<file path="config.mk">
export PLATFORM = sky130hd
export DESIGN_NAME = mips_multicycle_ctrl
export DESIGN_NICKNAME = d
export VERILOG_FILES = /design/src/rtl/mips_pkg.sv /design/src/rtl/mips_alu_dec.sv /design/src/rtl/mips_multicycle_ctrl.sv
export SDC_FILE = /design/constraint.sdc
export NUM_CORES = 1
export LEC_CHECK = 0
export CAP_MARGIN = 40
export CELL_PAD_IN_SITES_DETAIL_PLACEMENT = 0
export CELL_PAD_IN_SITES_GLOBAL_PLACEMENT = 1
export CORE_AREA = 2 2 41 43
export CTS_CLUSTER_DIAMETER = 150
export CTS_CLUSTER_SIZE = 30
export DETAILED_ROUTE_END_ITERATION = 16
export DIE_AREA = 0 0 43 45
export DONT_BUFFER_PORTS = 1
export GPL_ROUTABILITY_DRIVEN = 1
export GPL_TIMING_DRIVEN = 0
export PLACE_DENSITY = 0.86
export SLEW_MARGIN = 40
export SYNTH_ARGS = -nofsm -noshare
export SYNTH_HDL_FRONTEND = slang
export SYNTH_SLANG_ARGS = --single-unit
</file>
<file path="constraint.sdc">
create_clock -name clk -period 2.85 [get_ports clk]
set_input_delay 0.285 -clock clk [delete_from_list [all_inputs] [get_ports clk]]
set_output_delay 0.285 -clock clk [all_outputs]
set_load 0.1 [all_outputs]
</file>
<file path="src/rtl/mips_pkg.sv">
// rtl/mips_pkg.sv - opcodes, funct codes, ALU ops and state encodings for the multi-cycle MIPS control
package mips_pkg;

  localparam logic [5:0] OP_RTYPE = 6'b000000;
  localparam logic [5:0] OP_LW    = 6'b100011;
  localparam logic [5:0] OP_SW    = 6'b101011;
  localparam logic [5:0] OP_BEQ   = 6'b000100;
  localparam logic [5:0] OP_ADDI  = 6'b001000;
  localparam logic [5:0] OP_J     = 6'b000010;

  localparam logic [5:0] FN_ADD = 6'b100000;
  localparam logic [5:0] FN_SUB = 6'b100010;
  localparam logic [5:0] FN_AND = 6'b100100;
  localparam logic [5:0] FN_OR  = 6'b100101;
  localparam logic [5:0] FN_SLT = 6'b101010;

  localparam logic [3:0] ALU_ADD = 4'b0000;
  localparam logic [3:0] ALU_SUB = 4'b0001;
  localparam logic [3:0] ALU_AND = 4'b0010;
  localparam logic [3:0] ALU_OR  = 4'b0011;
  localparam logic [3:0] ALU_SLT = 4'b0100;

  typedef enum logic [2:0] {
    S_FETCH  = 3'd0,
    S_DECODE = 3'd1,
    S_EXEC   = 3'd2,
    S_MEM    = 3'd3,
    S_WB     = 3'd4,
    S_TRAP   = 3'd5
  } state_t;

  function automatic logic opcode_known(input logic [5:0] op);
    case (op)
      OP_RTYPE, OP_LW, OP_SW, OP_BEQ, OP_ADDI, OP_J: return 1'b1;
      default: return 1'b0;
    endcase
  endfunction

endpackage

</file>
<file path="src/rtl/mips_alu_dec.sv">
// rtl/mips_alu_dec.sv - R-type funct to ALU opcode decode with legality flag
module mips_alu_dec
  import mips_pkg::*;
(
  input  logic [5:0] funct,
  output logic [3:0] alu_op,
  output logic       legal
);

  always_comb begin
    alu_op = ALU_ADD;
    legal  = 1'b1;
    case (funct)
      FN_ADD: alu_op = ALU_ADD;
      FN_SUB: alu_op = ALU_SUB;
      FN_AND: alu_op = ALU_AND;
      FN_OR:  alu_op = ALU_OR;
      FN_SLT: alu_op = ALU_SLT;
      default: legal = 1'b0;
    endcase
  end

endmodule

</file>
<file path="src/rtl/mips_multicycle_ctrl.sv">
// rtl/mips_multicycle_ctrl.sv - multi-cycle MIPS control FSM with shared req/ready memory port
// Optional MCTRL_PERF_CNT_EN adds cycle_cnt/instr_cnt performance counters.
module mips_multicycle_ctrl
  import mips_pkg::*;
#(
  parameter int TRAP_ON_ILLEGAL = 1
) (
  input  logic        clk,
  input  logic        rst,
  input  logic [5:0]  opcode,
  input  logic [5:0]  funct,
  input  logic        zero,
  input  logic        mem_ready,
  output logic        mem_req,
  output logic        mem_we,
  output logic        iord,
  output logic        ir_write,
  output logic        pc_write,
  output logic [1:0]  pc_src,
  output logic        alu_src_a,
  output logic [1:0]  alu_src_b,
  output logic [3:0]  alu_op,
  output logic        reg_write,
  output logic        reg_dst,
  output logic        mem_to_reg,
  output logic        illegal,
  output logic [2:0]  state
`ifdef MCTRL_PERF_CNT_EN
  ,
  output logic [31:0] cycle_cnt,
  output logic [31:0] instr_cnt
`endif
);

  state_t     cur, nxt;
  logic [3:0] fn_alu_op;
  logic       fn_legal;
  logic       instr_ok;

  mips_alu_dec u_alu_dec (
    .funct  (funct),
    .alu_op (fn_alu_op),
    .legal  (fn_legal)
  );

  // Opcode 0 with an unsupported funct is treated exactly like an unknown opcode.
  assign instr_ok = opcode_known(opcode) && ((opcode != OP_RTYPE) || fn_legal);
  assign state    = cur;

  always_ff @(posedge clk or posedge rst) begin
    if (rst) cur <= S_FETCH;
    else     cur <= nxt;
  end

  // Everything is forced low while rst is high so a pending request drops at once.
  always_comb begin
    nxt        = cur;
    mem_req    = 1'b0;
    mem_we     = 1'b0;
    iord       = 1'b0;
    ir_write   = 1'b0;
    pc_write   = 1'b0;
    pc_src     = 2'd0;
    alu_src_a  = 1'b0;
    alu_src_b  = 2'd0;
    alu_op     = ALU_ADD;
    reg_write  = 1'b0;
    reg_dst    = 1'b0;
    mem_to_reg = 1'b0;
    illegal    = 1'b0;
    if (!rst) begin
      case (cur)
        S_FETCH: begin
          mem_req   = 1'b1;
          alu_src_b = 2'd1;
          if (mem_ready) begin
            ir_write = 1'b1;
            pc_write = 1'b1;
            nxt      = S_DECODE;
          end
        end
        S_DECODE: begin
          alu_src_b = 2'd3;
          if (instr_ok)                  nxt = S_EXEC;
          else if (TRAP_ON_ILLEGAL != 0) nxt = S_TRAP;
          else                           nxt = S_FETCH;
        end
        S_EXEC: begin
          case (opcode)
            OP_RTYPE: begin
              alu_src_a = 1'b1;
              alu_op    = fn_alu_op;
              nxt       = S_WB;
            end
            OP_LW, OP_SW: begin
              alu_src_a = 1'b1;
              alu_src_b = 2'd2;
              nxt       = S_MEM;
            end
            OP_ADDI: begin
              alu_src_a = 1'b1;
              alu_src_b = 2'd2;
              nxt       = S_WB;
            end
            OP_BEQ: begin
              alu_src_a = 1'b1;
              alu_op    = ALU_SUB;
              pc_src    = 2'd1;
              pc_write  = zero;
              nxt       = S_FETCH;
            end
            OP_J: begin
              pc_src   = 2'd2;
              pc_write = 1'b1;
              nxt      = S_FETCH;
            end
            default: nxt = S_FETCH;
          endcase
        end
        S_MEM: begin
          mem_req = 1'b1;
          iord    = 1'b1;
          mem_we  = (opcode == OP_SW);
          if (mem_ready) nxt = (opcode == OP_LW) ? S_WB : S_FETCH;
        end
        S_WB: begin
          reg_write  = 1'b1;
          reg_dst    = (opcode == OP_RTYPE);
          mem_to_reg = (opcode == OP_LW);
          nxt        = S_FETCH;
        end
        S_TRAP: begin
          illegal = 1'b1;
          nxt     = S_TRAP;
        end
        default: nxt = S_FETCH;
      endcase
    end
  end

`ifdef MCTRL_PERF_CNT_EN
  always_ff @(posedge clk or posedge rst) begin
    if (rst) begin
      cycle_cnt <= 32'd0;
      instr_cnt <= 32'd0;
    end else begin
      cycle_cnt <= cycle_cnt + 32'd1;
      if ((cur != S_FETCH) && (nxt == S_FETCH)) instr_cnt <= instr_cnt + 32'd1;
    end
  end
`endif

endmodule

</file>
* After elaboration in Yosys (flattened, before gate mapping)
Cells that the tools add are included.
Widths: inputs -> output; s select.
** Cells by class
- Muxes and demuxes :: 41
- Bitwise operators :: 1
- Reduce and logical (&&, ||, !) cells :: 13
- Equality and inequality tests :: 17
** Operator list (count)
- $eq 6x6->1 const B :: 7
- $mux 1 :: 23
- $pmux 3 s5 :: 1
- $mux 3 :: 4
- $pmux 3 s4 :: 1
- $reduce_or 5->1 :: 2
- $mux 2 :: 4
- $mux 4 :: 2
- $pmux 4 s2 :: 1
- $eq 3x2->1 const B :: 2
- $eq 3x3->1 const B :: 2
- $eq 6x2->1 const B :: 1
- $eq 6x3->1 const B :: 1
- $eq 6x4->1 const B :: 1
- $logic_not 6->1 :: 1
- $pmux 2 s3 :: 1
- $pmux 3 s2 :: 1
- $reduce_bool 6->1 :: 1
- $reduce_or 2->1 :: 3
- $reduce_or 6->1 :: 1
- $ne 2x2->1 const B :: 2
- $pmux 1 s2 :: 2
- $pmux 2 s2 :: 1
- $eq 3x1->1 const B :: 1
- other kinds (6) :: 6
** Storage, ports and cells
- Register bits after elaboration :: 3
- Word-level logic and storage cells :: 73
- Bits of input ports :: 16
- Output and inout port bits :: 21

* Longest topological paths before layout
- Depth in word-level cells :: 7
- Depth in mapped cells :: 5
- Mapped depth without buffers :: 4

* Hierarchy
Synthesis repeated with hierarchy kept, for this count alone.
** Unflattened totals
- Cell total of the unflattened synthesis :: 93
- Area, all modules :: 618.1 um^2
** Modules (own cells, without submodules)
- mips_multicycle_ctrl :: sequential area each 75.1 um^2, area each 523.0 um^2, cells each 81, instances 1
- mips_alu_dec :: sequential area each 0.0 um^2, area each 95.1 um^2, cells each 12, instances 1

* Worst setup path after synthesis
OpenSTA, ideal clock, no wires.
- Path kind :: flip-flop to output port
- Start :: reg cur[2] (netlist: state[2])
- End :: out reg_write
- Data arrival time :: 4.064 ns
- Required time :: 2.565 ns
- Slack :: -1.499 ns
- Cell stages (with the launch flop) :: 3
- Buffers on the path :: 0
- Cell sequence :: dfrtp_1 inv_2 nor4_1
** Between the ends
- Longest elaborated chain between the ends :: 3
** Ends and longest elaborated chain
- start: declaration :: RTL line mips_multicycle_ctrl.sv:35 : state_t cur, nxt;
- start signal: assignment :: RTL line mips_multicycle_ctrl.sv:52 : else cur <= nxt;
- $eq 3x3->1 :: RTL line mips_multicycle_ctrl.sv:72 : case (cur)
- $mux 1 :: RTL line mips_multicycle_ctrl.sv:72
- $mux 1 :: RTL line mips_multicycle_ctrl.sv:71 : if (!rst) begin
- end: declaration :: RTL line mips_multicycle_ctrl.sv:23 : output logic reg_write,
No other way between the ends.

* Worst setup path after layout
- Start :: reg cur[0] (netlist: state[0])
- End :: out mem_we
** Between the ends
- Longest elaborated chain between the ends :: 3
** Ends and longest elaborated chain
- $eq 3x2->1 :: RTL line mips_multicycle_ctrl.sv:72
- $mux 1 :: RTL line mips_multicycle_ctrl.sv:72
- $mux 1 :: RTL line mips_multicycle_ctrl.sv:71
- end: declaration :: RTL line mips_multicycle_ctrl.sv:15 : output logic mem_we,
No other way between the ends.

==> results.cfg <==
[sta]
period_share = 0.970
worst_pin_slew_ps = 701
slew_headroom = 0.532
fin_skew_ps = 13.3
setup_viol = 0
grt_setup_unrepaired = false
fmax_mhz = 362
report.final.slew_viol_count = 0
tns_ps = 0
hold_viol = 0
post-route-min-period_ps = 2770

[power_and_ir_drop]
pwr-share-seq = 0.255
p_int_mw = 0.111
power.density_nw_per_um2 = 203
power.switching_mw = 0.0562
pwr-share-comb = 0.249
vdd_drop_max_mv = 0.0973
sw_frac_of_total = 0.336
p_clk_frac = 0.496
total_power_mw = 0.167
leakage_nw = 0.284

[synthesis]
ys_warn_count = 0
yosysUniqueCellTypes = 36
syn_inst = 80
synth_flop_cell = dfrtp_1
synthTopCellsByArea = dfrtp_1 (13%), nor2_1 (7.2%), and3_1 (5.4%)
ys_seq_elements = 3
syn_area_per_cell_um2 = 7.21
synth_most_common_cell = nor2_1
syn_nets = 96
synth_edf_count = 0
yosysTopAreaCell = dfrtp_1
ys_async_sr_fraction = 1.00
synth.cell_area_um2 = 577
synth_top_area_share = 0.130
yosysSeqAreaShare = 0.130
synth_top_cells_by_count = nor2_1 (11), a21oi_1 (5), and3_1 (5), nand2b_1 (5), nor2b_1 (5)

[cells_and_area]
largest_reg_flops = 3
areaGrowthSynthToFinish_pct = 43.2
antenna_cells = 0
fin_util = 0.561
nets = 107
fill_cells = 140
drive_above_1_share = 0.433
final_area_um2 = 826
layout.cells.non_filler = 106

[placed_design]
dpl-instance-area_um2 = 783
port_buffers = 0
place_inst = 101
dp_hpwl_um = 1500
finalWeightedCongestion = 0.819

[setup_path]
path_cells = clkbuf_1, and4_4, and3_4
cp-start-kind = register
crit_type = reg2out
crit_fanout = 10
cp_slowest_cell = dfrtp_2
crit_buf_inv = 1
cp.required_ps = 2570
critPathMaxStageDelay_ps = 720
crit_path_end_kind = primary output
crit_family = simple AND/OR/NAND/NOR gates
r2r_slack_ps = 740
arrival_ps = 2480

[clock_tree]
insertion_delay_ps = 250
cts_tree = yes
clk_pin_slew_ps = 50
cts_made_buffers = 3
clock-root-buffer = clkbuf_4
htree_levels = 1
cts.path.max_buffers = 2
cts.sinks = 3

[status]
status = finished clean

[floorplanning]
core_um2 = 1470
start_util = 0.392
dieArea_um2 = 1940
rows = 14
ios = 37
die-width_um = 43
die_h_um = 45

[flow_run]
maxCapViolCount = 0

[route]
drc = 0
wl_um = 1830
viasPerCell = 6.47
vias = 686
first_pass_iters = 5
drtIter0Drc = 21
drtAntennaViolNets = 0
wl_per_cell_um = 17.3

[global_route]
grt_pass1_vias = 661
grt_max_degree = 11
grt-ovfl-total = 0
grt_pass1_wl_um = 3000
track_usage = 0.207
antenna_found_initial = 0

[hold_path]
hold_class = in2reg
==> cell usage in the layout (no fill, tap or decap), drive strengths merged, types with 2 or more instances in the layout <==
| master | count |
|---|---|
| nand2 | 4 |
| nor3 | 4 |
| clkbuf | 6 |
| nand3 | 3 |
| and3 | 5 |
| nand2b | 5 |
| dfrtp | 3 |
| and2 | 2 |
| a21oi | 5 |
| inv | 2 |
| nor3b | 4 |
| nor2 | 11 |
| buf | 7 |
| nor4 | 2 |
| nor2b | 5 |
| o21ai | 5 |
==> through the flow <==
stage	hold WS (ps)	setup WS [ps]
global route	190	11.8
finish	182	84.3
global placement	59.2	-1050
floorplan	41.2	-886
CTS	182	0.779
detailed placement	61.1	25.6
==> routing by layer <==
metal	wire length (um)	vias to the layer above	GRT usage
met3	165	11	0.0680
met1	676	316	0.241
li1	-	317	-
met4	68	0	0.127
met2	920	42	0.333
met5	0	-	0
==> worst reg2reg max path, cell delays in order (launching register included) <==
cell and delay, ps:
dfrtp_2 720, clkbuf_1 500, and4_4 550, nand3_1 140, o311ai_2 80
==> path summary, 6_finish.rpt <==
kind                          start       end  cells after the start
min in group asynchronous       rst  state[0]                      2
min                             rst  state[2]                      1
max                        state[0]    mem_we                      3
max reg2reg                state[0]  state[2]                      4
max in group asynchronous       rst  state[2]                      2
min reg2reg                state[2]  state[0]                      1
==> layout make-up <==
type / instances / area (um2) / share of cell area
Buffer: 4 / 27.5 / 0.0333
Inverter: 2 / 7.51 / 0.00909
Multi-Input combinational cell: 71 / 581 / 0.703
Clock buffer: 4 / 26.3 / 0.0318
Timing Repair Buffer: 6 / 85.1 / 0.103
Tap cell: 16 / 20.0 / 0.0242
Sequential cell: 3 / 78.8 / 0.0955
==> power groups by stage <==
stage / clock network (mW) / registers [mW] / logic [mW]
after detailed placement: 0 / 0.0433 / 0.0402
after CTS: 0.0829 / 0.0427 / 0.0417
after global placement: 0 / 0.0434 / 0.0380
final: 0.0829 / 0.0427 / 0.0416
after floorplan: 0 / 0.0434 / 0.0349
after global routing: 0.0904 / 0.0427 / 0.0440
==> repair_timing <==
action,CTS,global route
endpoints found under the hold margin,3,0
pin swaps,0,1
setup endpoints to repair,1,1
hold buffers,1,0
setup buffers,0,0
resized for setup,2,2
==> cell families (layout without fill, tap and decap cells) <==
logic type / after synthesis / count (layout) / synth area share
AO/OA/AOI/OAI: 20 / 20 / 0.254
buffers and inverters: 6 / 16 / 0.0586
flip-flops: 3 / 3 / 0.130
multiplexers: 1 / 1 / 0.0174
other: 1 / 1 / 0.00650
AND/OR/NAND/NOR: 49 / 49 / 0.534
No activity file was read; power rests on OpenSTA's default activity.
